**config.mk**
```make
export PLATFORM = sky130hd
export DESIGN_NAME = reg_file_param_flat
export DESIGN_NICKNAME = d
export VERILOG_FILES = /design/src/rtl/reg_file_param_if.sv /design/src/rtl/reg_file_param.sv /design/src/flat_wrapper.sv
export SDC_FILE = /design/constraint.sdc
export NUM_CORES = 1
export LEC_CHECK = 0
export CORE_UTILIZATION = 30
export CTS_BUF_LIST = sky130_fd_sc_hd__clkbuf_8
export CTS_CLUSTER_DIAMETER = 60
export DETAILED_ROUTE_END_ITERATION = 6
export GPL_TIMING_DRIVEN = 0
export PLACE_DENSITY_LB_ADDON = 0.15
export SLEW_MARGIN = 30
export SYNTH_ARGS = -nofsm -noshare
export SYNTH_HDL_FRONTEND = slang
export SYNTH_SLANG_ARGS = --single-unit
```
**constraint.sdc**
```tcl
create_clock -name clk -period 3.4 [get_ports clk]
set_input_delay 0.85 -clock clk [delete_from_list [all_inputs] [get_ports clk]]
set_output_delay 0.85 -clock clk [all_outputs]
set_load 0.05 [all_outputs]
```
**src/rtl/reg_file_param_if.sv**
```systemverilog
// ---------------------------------------------------------------------------
// reg_file_param_if
// Bus bundle between decode/writeback (master) and the register file (slave).
//  clr     master->slave  pulse: start clear sequence (honoured only when idle)
//  busy    slave->master  1 while the clear sequence runs
//  ra, rb  master->slave  read addresses A/B
//  wa, wd  master->slave  write address / write data
//  we      master->slave  write enable
//  read_a  slave->master  read data A
//  read_b  slave->master  read data B
// ---------------------------------------------------------------------------
interface reg_file_param_if #(
  parameter int DATA_W = 8,
  parameter int ADDR_W = 4
);
  logic              clr;
  logic              busy;
  logic [ADDR_W-1:0] ra;
  logic [ADDR_W-1:0] rb;
  logic [ADDR_W-1:0] wa;
  logic [DATA_W-1:0] wd;
  logic              we;
  logic [DATA_W-1:0] read_a;
  logic [DATA_W-1:0] read_b;

  modport master (
    output clr, ra, rb, wa, wd, we,
    input  busy, read_a, read_b
  );

  modport slave (
    input  clr, ra, rb, wa, wd, we,
    output busy, read_a, read_b
  );
endinterface

```
**src/rtl/reg_file_param.sv**
```systemverilog
// ---------------------------------------------------------------------------
// reg_file_param
// Parametrised 2-read/1-write register file with optional hardwired zero
// register, optional write->read bypass, optional registered read path and a
// clear sequencer that zeroes every entry after reset or on request.
// Ports:
//  clk    rising-edge clock
//  rst_n  asynchronous active-low reset (restarts the clear sequence)
//  bus    reg_file_param_if.slave: clr/busy, ra/rb, wa/wd/we, read_a/read_b
// Parameters:
//  DATA_W   data width          ADDR_W  address width (DEPTH = 2**ADDR_W)
//  ZERO_REG register 0 reads 0  BYPASS  same-cycle write forwards to reads
//  REG_READ reads registered with one cycle of latency
// ---------------------------------------------------------------------------
module reg_file_param #(
  parameter int DATA_W   = 8,
  parameter int ADDR_W   = 4,
  parameter bit ZERO_REG = 1'b0,
  parameter bit BYPASS   = 1'b1,
  parameter bit REG_READ = 1'b0
) (
  input  logic             clk,
  input  logic             rst_n,
  reg_file_param_if.slave  bus
);

  localparam int DEPTH = 2 ** ADDR_W;

  typedef enum logic [0:0] {
    ST_IDLE  = 1'b0,
    ST_CLEAR = 1'b1
  } state_t;

  state_t            state_r;
  logic [ADDR_W-1:0] ptr_r;
  logic              busy_r;
  logic [DATA_W-1:0] mem_r [DEPTH];
  logic              wr_acc_s;
  logic [DATA_W-1:0] src_a_s;
  logic [DATA_W-1:0] src_b_s;

  // Read source priority: busy, zero register, bypass, stored value.
  function automatic logic [DATA_W-1:0] read_sel(
    input logic              busy,
    input logic [ADDR_W-1:0] rx,
    input logic              acc,
    input logic [ADDR_W-1:0] wa,
    input logic [DATA_W-1:0] wd,
    input logic [DATA_W-1:0] stored
  );
    logic [DATA_W-1:0] res;
    if (busy) begin
      res = {DATA_W{1'b0}};
    end else if (ZERO_REG && (rx == {ADDR_W{1'b0}})) begin
      res = {DATA_W{1'b0}};
    end else if (BYPASS && acc && (wa == rx)) begin
      res = wd;
    end else begin
      res = stored;
    end
    return res;
  endfunction

  // Write qualification: clr wins over we, nothing lands while clearing,
  // and the hardwired zero register swallows its writes.
  always_comb begin
    wr_acc_s = 1'b0;
    if (bus.we && !busy_r && !bus.clr) begin
      if (ZERO_REG && (bus.wa == {ADDR_W{1'b0}})) begin
        wr_acc_s = 1'b0;
      end else begin
        wr_acc_s = 1'b1;
      end
    end else begin
      wr_acc_s = 1'b0;
    end
  end

  // Clear sequencer FSM; busy is registered alongside the state so it
  // matches state_r == ST_CLEAR exactly.
  always_ff @(posedge clk or negedge rst_n) begin
    if (!rst_n) begin
      state_r <= ST_CLEAR;
      ptr_r   <= {ADDR_W{1'b0}};
      busy_r  <= 1'b1;
    end else begin
      case (state_r)
        ST_IDLE: begin
          if (bus.clr) begin
            state_r <= ST_CLEAR;
            ptr_r   <= {ADDR_W{1'b0}};
            busy_r  <= 1'b1;
          end else begin
            state_r <= ST_IDLE;
            busy_r  <= 1'b0;
          end
        end
        ST_CLEAR: begin
          // ptr wraps to 0 naturally on the last entry
          ptr_r <= ptr_r + ADDR_W'(1);
          if (ptr_r == {ADDR_W{1'b1}}) begin
            state_r <= ST_IDLE;
            busy_r  <= 1'b0;
          end else begin
            state_r <= ST_CLEAR;
            busy_r  <= 1'b1;
          end
        end
        default: begin
          state_r <= ST_CLEAR;
          ptr_r   <= {ADDR_W{1'b0}};
          busy_r  <= 1'b1;
        end
      endcase
    end
  end

  // Storage array: cleared one entry per cycle by the sequencer, otherwise
  // written by accepted writes. Contents are deliberately not reset.
  always_ff @(posedge clk) begin
    if (state_r == ST_CLEAR) begin
      mem_r[ptr_r] <= {DATA_W{1'b0}};
    end else if (wr_acc_s) begin
      mem_r[bus.wa] <= bus.wd;
    end
  end

  // Per-port read source selection.
  always_comb begin
    src_a_s = read_sel(busy_r, bus.ra, wr_acc_s, bus.wa, bus.wd, mem_r[bus.ra]);
    src_b_s = read_sel(busy_r, bus.rb, wr_acc_s, bus.wa, bus.wd, mem_r[bus.rb]);
  end

  assign bus.busy = busy_r;

  if (REG_READ) begin : g_reg_read
    logic [DATA_W-1:0] read_a_r;
    logic [DATA_W-1:0] read_b_r;

    // Registered read path: data valid one cycle after the address.
    always_ff @(posedge clk or negedge rst_n) begin
      if (!rst_n) begin
        read_a_r <= {DATA_W{1'b0}};
        read_b_r <= {DATA_W{1'b0}};
      end else begin
        read_a_r <= src_a_s;
        read_b_r <= src_b_s;
      end
    end

    assign bus.read_a = read_a_r;
    assign bus.read_b = read_b_r;
  end else begin : g_comb_read
    assign bus.read_a = src_a_s;
    assign bus.read_b = src_b_s;
  end

endmodule

```
**src/flat_wrapper.sv**
```systemverilog
// flat-port wrapper written by rule: the top's interface ports become plain ports
module reg_file_param_flat 
#(
  parameter int DATA_W   = 8,
  parameter int ADDR_W   = 4,
  parameter bit ZERO_REG = 1'b0,
  parameter bit BYPASS   = 1'b1,
  parameter bit REG_READ = 1'b0
)
  (clk, rst_n, bus_clr, bus_ra, bus_rb, bus_wa, bus_wd, bus_we, bus_busy, bus_read_a, bus_read_b);
  reg_file_param_if #(.DATA_W(DATA_W), .ADDR_W(ADDR_W)) bus_i ();
  input  logic clk;
  input  logic rst_n;
  input wire logic [$bits(bus_i.clr)-1:0] bus_clr;
  input wire logic [$bits(bus_i.ra)-1:0] bus_ra;
  input wire logic [$bits(bus_i.rb)-1:0] bus_rb;
  input wire logic [$bits(bus_i.wa)-1:0] bus_wa;
  input wire logic [$bits(bus_i.wd)-1:0] bus_wd;
  input wire logic [$bits(bus_i.we)-1:0] bus_we;
  output wire logic [$bits(bus_i.busy)-1:0] bus_busy;
  output wire logic [$bits(bus_i.read_a)-1:0] bus_read_a;
  output wire logic [$bits(bus_i.read_b)-1:0] bus_read_b;
  assign bus_i.clr = bus_clr;
  assign bus_i.ra = bus_ra;
  assign bus_i.rb = bus_rb;
  assign bus_i.wa = bus_wa;
  assign bus_i.wd = bus_wd;
  assign bus_i.we = bus_we;
  assign bus_busy = bus_i.busy;
  assign bus_read_a = bus_i.read_a;
  assign bus_read_b = bus_i.read_b;
  reg_file_param #(.DATA_W(DATA_W), .ADDR_W(ADDR_W), .ZERO_REG(ZERO_REG), .BYPASS(BYPASS), .REG_READ(REG_READ)) u_core (.clk(clk), .rst_n(rst_n), .bus(bus_i));
endmodule
```
Word level (Yosys, flattened, before mapping)
Memory sizes are Yosys's and may differ from the RTL's. Index checks and enable logic that the tools add are counted.

Flip-flop bits (word level): 5. Memories: 1. Memory bits (writable): 128.

Memories: u_core.mem_r (depth 16, bits a word 8, rd ports 2, clocked after memory_dff 0, write ports 1, line reg_file_param.sv:37) `logic [DATA_W-1:0] mem_r [DEPTH];`.

Eq/ne operators: 4. Add/subtract/negate cells: 1. Bitwise operators: 1. Reduce and logical (&&, ||, !) cells: 7. Mux-type cells: 18.

Operators by type and width (count): 2-to-1 mux 8 bit (5); 2-to-1 mux 1 bit (9); equality test 4 bit (2); 2-to-1 mux 4 bit (2); one-hot mux 4 bit (2 select lines) (1); OR reduction 8 bit (1); adder 4 x 1 -> 4 bit, second input constant (1); equality test 4 bit, second input constant (1); logical AND 1 bit (4); logical NOT 1 bit (2); != test 2 bit, second input constant (1); one-hot mux 1 bit (2 select lines) (1); NOT 1 bit (1).

Logic depth before layout (Yosys ltp)
Word-level depth: 9. Mapped depth: 6.

Worst setup path before layout
OpenSTA, ideal clock, no wires.

Kind: input to output. Start: input bus_rb[2]. End: output bus_read_b[4]. Setup slack: 0.214 ns. Arrival time: 2.336 ns. Stages: 6. Path through: clkbuf_1 > clkbuf_1 > mux4_2 > a22oi_1 > nand2_1 > a22o_1.

Word-level cells in the longest chain between the ends: 4. Elaborated cells between the ends (all ways): 5. Those cells by class: eq/ne (1); mux (2); reduce/logical (1); memory (1).

Ends and longest elaborated chain: from (decl) (line flat_wrapper.sv:16) `input wire logic [$bits(bus_i.rb)-1:0] bus_rb;`; branches (longest 2 deep; another with memory (16 x 8 bit)); 2-to-1 mux 8 bit * (line reg_file_param.sv:56) `end else if (BYPASS && acc && (wa == rx)) begin`; 2-to-1 mux 8 bit * (line reg_file_param.sv:52) `if (busy) begin`; to (decl) (line flat_wrapper.sv:22) `output wire logic [$bits(bus_i.read_b)-1:0] bus_read_b;`.

Every way passes the cells marked *.

Final worst setup path
Start: input bus_rb[3]. End: output bus_read_b[6].

Same word-level chain as after synthesis.

==> results_dict.tcl <==
set metrics [dict create \
    fp-row-count 53 \
    ys.warnings.count 0 \
    tns_ps 0 \
    skew_ps 11.0 \
    drt_first_pass_iters 4 \
    clock_sinks 133 \
    gr-usage-all-layers_pct 17.6 \
    endpoint_kind "output port" \
    hold_viol 0 \
    slew_violations 0 \
    gp_congestion 0.903 \
    nets 445 \
    synth_area_um2 6570 \
    dr_total_vias 3916 \
    cts_root_buf "clkbuf_8" \
    intPower_w 0.00344 \
    drc_errors 0 \
    rsz0062_at_grt "true" \
    drtIter0Drc 349 \
    cts_tree "built" \
    synth.avg_cell_area_um2 18.1 \
    syn_inst 364 \
    clk_path_buf_depth 2 \
    num_io_pins 41 \
    cp_cell_sequence "clkdlybuf4s50_1 > nor2b_1 > clkbuf_2 > a22oi_1 > nand2_1 > a22o_1 > buf_6" \
    n_antenna_cell 0 \
    ys_seq_elements 133 \
    final_common_cell "edfxtp_1" \
    antenna_found_initial 0 \
    finalWirelength_um 18700 \
    setup_slack_ps 45.9 \
    crit_type "input pin to output port" \
    overflow 0 \
    cp_slowest_cell "clkdlybuf4s50_1" \
    ir_drop_mv 0.226 \
    start_util_pct 31.0 \
    vias_per_cell 5.53 \
    htreeDepth 4 \
    max_slew_margin_pct 37.3 \
    grt_pass1_wl_um 27000 \
    crit_required_ps 2550 \
    min_path_type "flop to flop" \
    wl_per_cell_um 26.4 \
    worst_pin_slew_ps 937 \
    die-area_um2 22500 \
    drv_cap 0 \
    grt_start_max_net_pins 17 \
    max_freq_ghz 0.298 \
    fp.dieH_um 150 \
    final_cell_mix "128 x edfxtp_1, 47 x mux4_2, 33 x a22oi_1" \
    p_sw_w 0.00166 \
    cellLeakagePower_nw 2.69 \
    setup_viol 0 \
    reg2reg_slack_ps 390 \
    clkSlewWorstSetupHoldPaths_ps 80 \
    power_frac_clock_pct 26.8 \
    layout-drive-gt1-share_pct 33.3 \
    crit_buf_inv 3 \
    syn_nets 389 \
    syn2layout_area_growth_pct 20.5 \
    clock_latency_ps 440 \
    cp-start-kind "input pin" \
    p_per_area_nw_per_um2 645 \
    path_max_fanout 8 \
    finalPower_w 0.00511 \
    ant_nets 0 \
    p_sw_share_pct 32.6 \
    cts-buffers-inserted 17 \
    synth.distinct_cells 31 \
    grt_pass1_vias 4105 \
    dp_slack_ps -1020 \
    core_um2 21200 \
    finalCritPeriodShare_pct 98.7 \
    dp_hpwl_um 13200 \
    dieWidth_um 150 \
    period_needed_ps 3350 \
    io_buffers 36 \
    status "finished, final reports clean" \
    comb_power_share_pct 27.7 \
    p_seq_share_pct 45.5 \
    synth-seq-area-share_pct 60.4 \
    cpPeakStageDelay_ps 520 \
    cp_top_family "buffers and inverters" \
    crit_arrival_ps 2500 \
]
-- cell families (layout without fill, tap and decap cells) --
family	after synthesis	in the layout	synth area share, %
AO/OA/AOI/OAI	62	62	7.37
XOR/XNOR	10	10	1.33
adder cells (fa/ha/maj)	1	1	0.190
buffers and inverters	30	99	3.01
flip-flops	133	133	60.4
multiplexers	65	65	23.1
AND/OR/NAND/NOR	63	63	4.63
-- layout make-up --
cell class | count | area (um^2)
fillers | 2005 | 13300
well taps | 275 | 344
inverters | 4 | 15.0
repair buffers | 39 | 425
clock buffers | 17 | 234
clock inverters | 15 | 180
multi-input cells | 201 | 2520
plain buffers | 24 | 225
flip-flops and latches | 133 | 3970
-- registers in the layout, indices dropped and copies added (netlist names) --
name / count
u_core.mem_r: 128
u_core.ptr_r: 4
u_core.state_r: 1
-- metrics by stage --
step / util (%) / cells / cell area [um^2] / hold slack [ps]
after floorplan: - / 364 / 6570 / 537
after global placement: 34.3 / 675 / 7280 / 591
after detailed placement: 34.4 / 675 / 7300 / 599
after CTS: 36.9 / 707 / 7840 / 606
after global routing: 37.3 / 708 / 7920 / 607
final: 37.3 / 708 / 7920 / 609
-- metal layers --
layer | vias to the layer above | GRT usage [%] | routed length (um)
met1 | 2075 | 23.5 | 8310
met3 | 17 | 4.18 | 1070
met5 | - | 0 | 0
li1 | 1672 | - | -
met4 | 0 | 5.86 | 315
met2 | 152 | 28.2 | 9000
-- Yosys cell counts --
master	n	area, um^2
edfxtp_1	128	3840
mux4_2	47	1060
a22oi_1	33	248
nor2_1	20	75.1
a22o_1	19	166
mux4_1	17	447
nand2_1	16	60.1
and2_1	10	62.6
clkbuf_1	9	33.8
a31oi_1	7	43.8
nor2b_1	5	31.3
xnor2_1	5	43.8
xor2_1	5	43.8
buf_1	4	15.0
dfrtp_1	4	100
inv_1	4	15.0
nor3_1	4	20.0
and3_1	3	18.8
buf_12	3	60.1
buf_2	3	15.0
buf_6	3	33.8
nor3b_1	3	22.5
a32oi_1	2	17.5
buf_4	2	15.0
clkbuf_2	2	10.0
a41oi_1	1	8.76
dfstp_2	1	26.3
ha_1	1	12.5
mux2_2	1	11.3
nand3_1	1	5.00
or3b_1	1	8.76
-- what timing repair did --
item,in CTS,in global routing
setup buffers,1,2
pin swaps,6,2
resized for setup,143,14
hold buffers,0,0
setup endpoints to repair,29,16
-- path summary, 6_finish.rpt --
kind,from,end,depth (start not counted)
setup / recovery,bus_rb[3],bus_read_b[6],7
hold / removal,u_core.ptr_r[3],u_core.state_r,1
setup reg to reg,u_core.state_r,u_core.mem_r[10][0],4
hold reg to reg,u_core.ptr_r[3],u_core.state_r,1
max in group asynchronous,rst_n,u_core.state_r,1
min in group asynchronous,rst_n,u_core.ptr_r[3],1
-- power by group through the flow --
stage	Combinational [W]	Clock (W)	Sequential [W]
2_1_floorplan	0.000833	0	0.00231
3_3_place_gp	0.00128	0	0.00235
3_5_place_dp	0.00132	0	0.00236
4_1_cts	0.00136	0.00139	0.00233
5_1_grt	0.00149	0.00146	0.00236
6_report	0.00141	0.00137	0.00232
(Power assumes the default switching activity.)
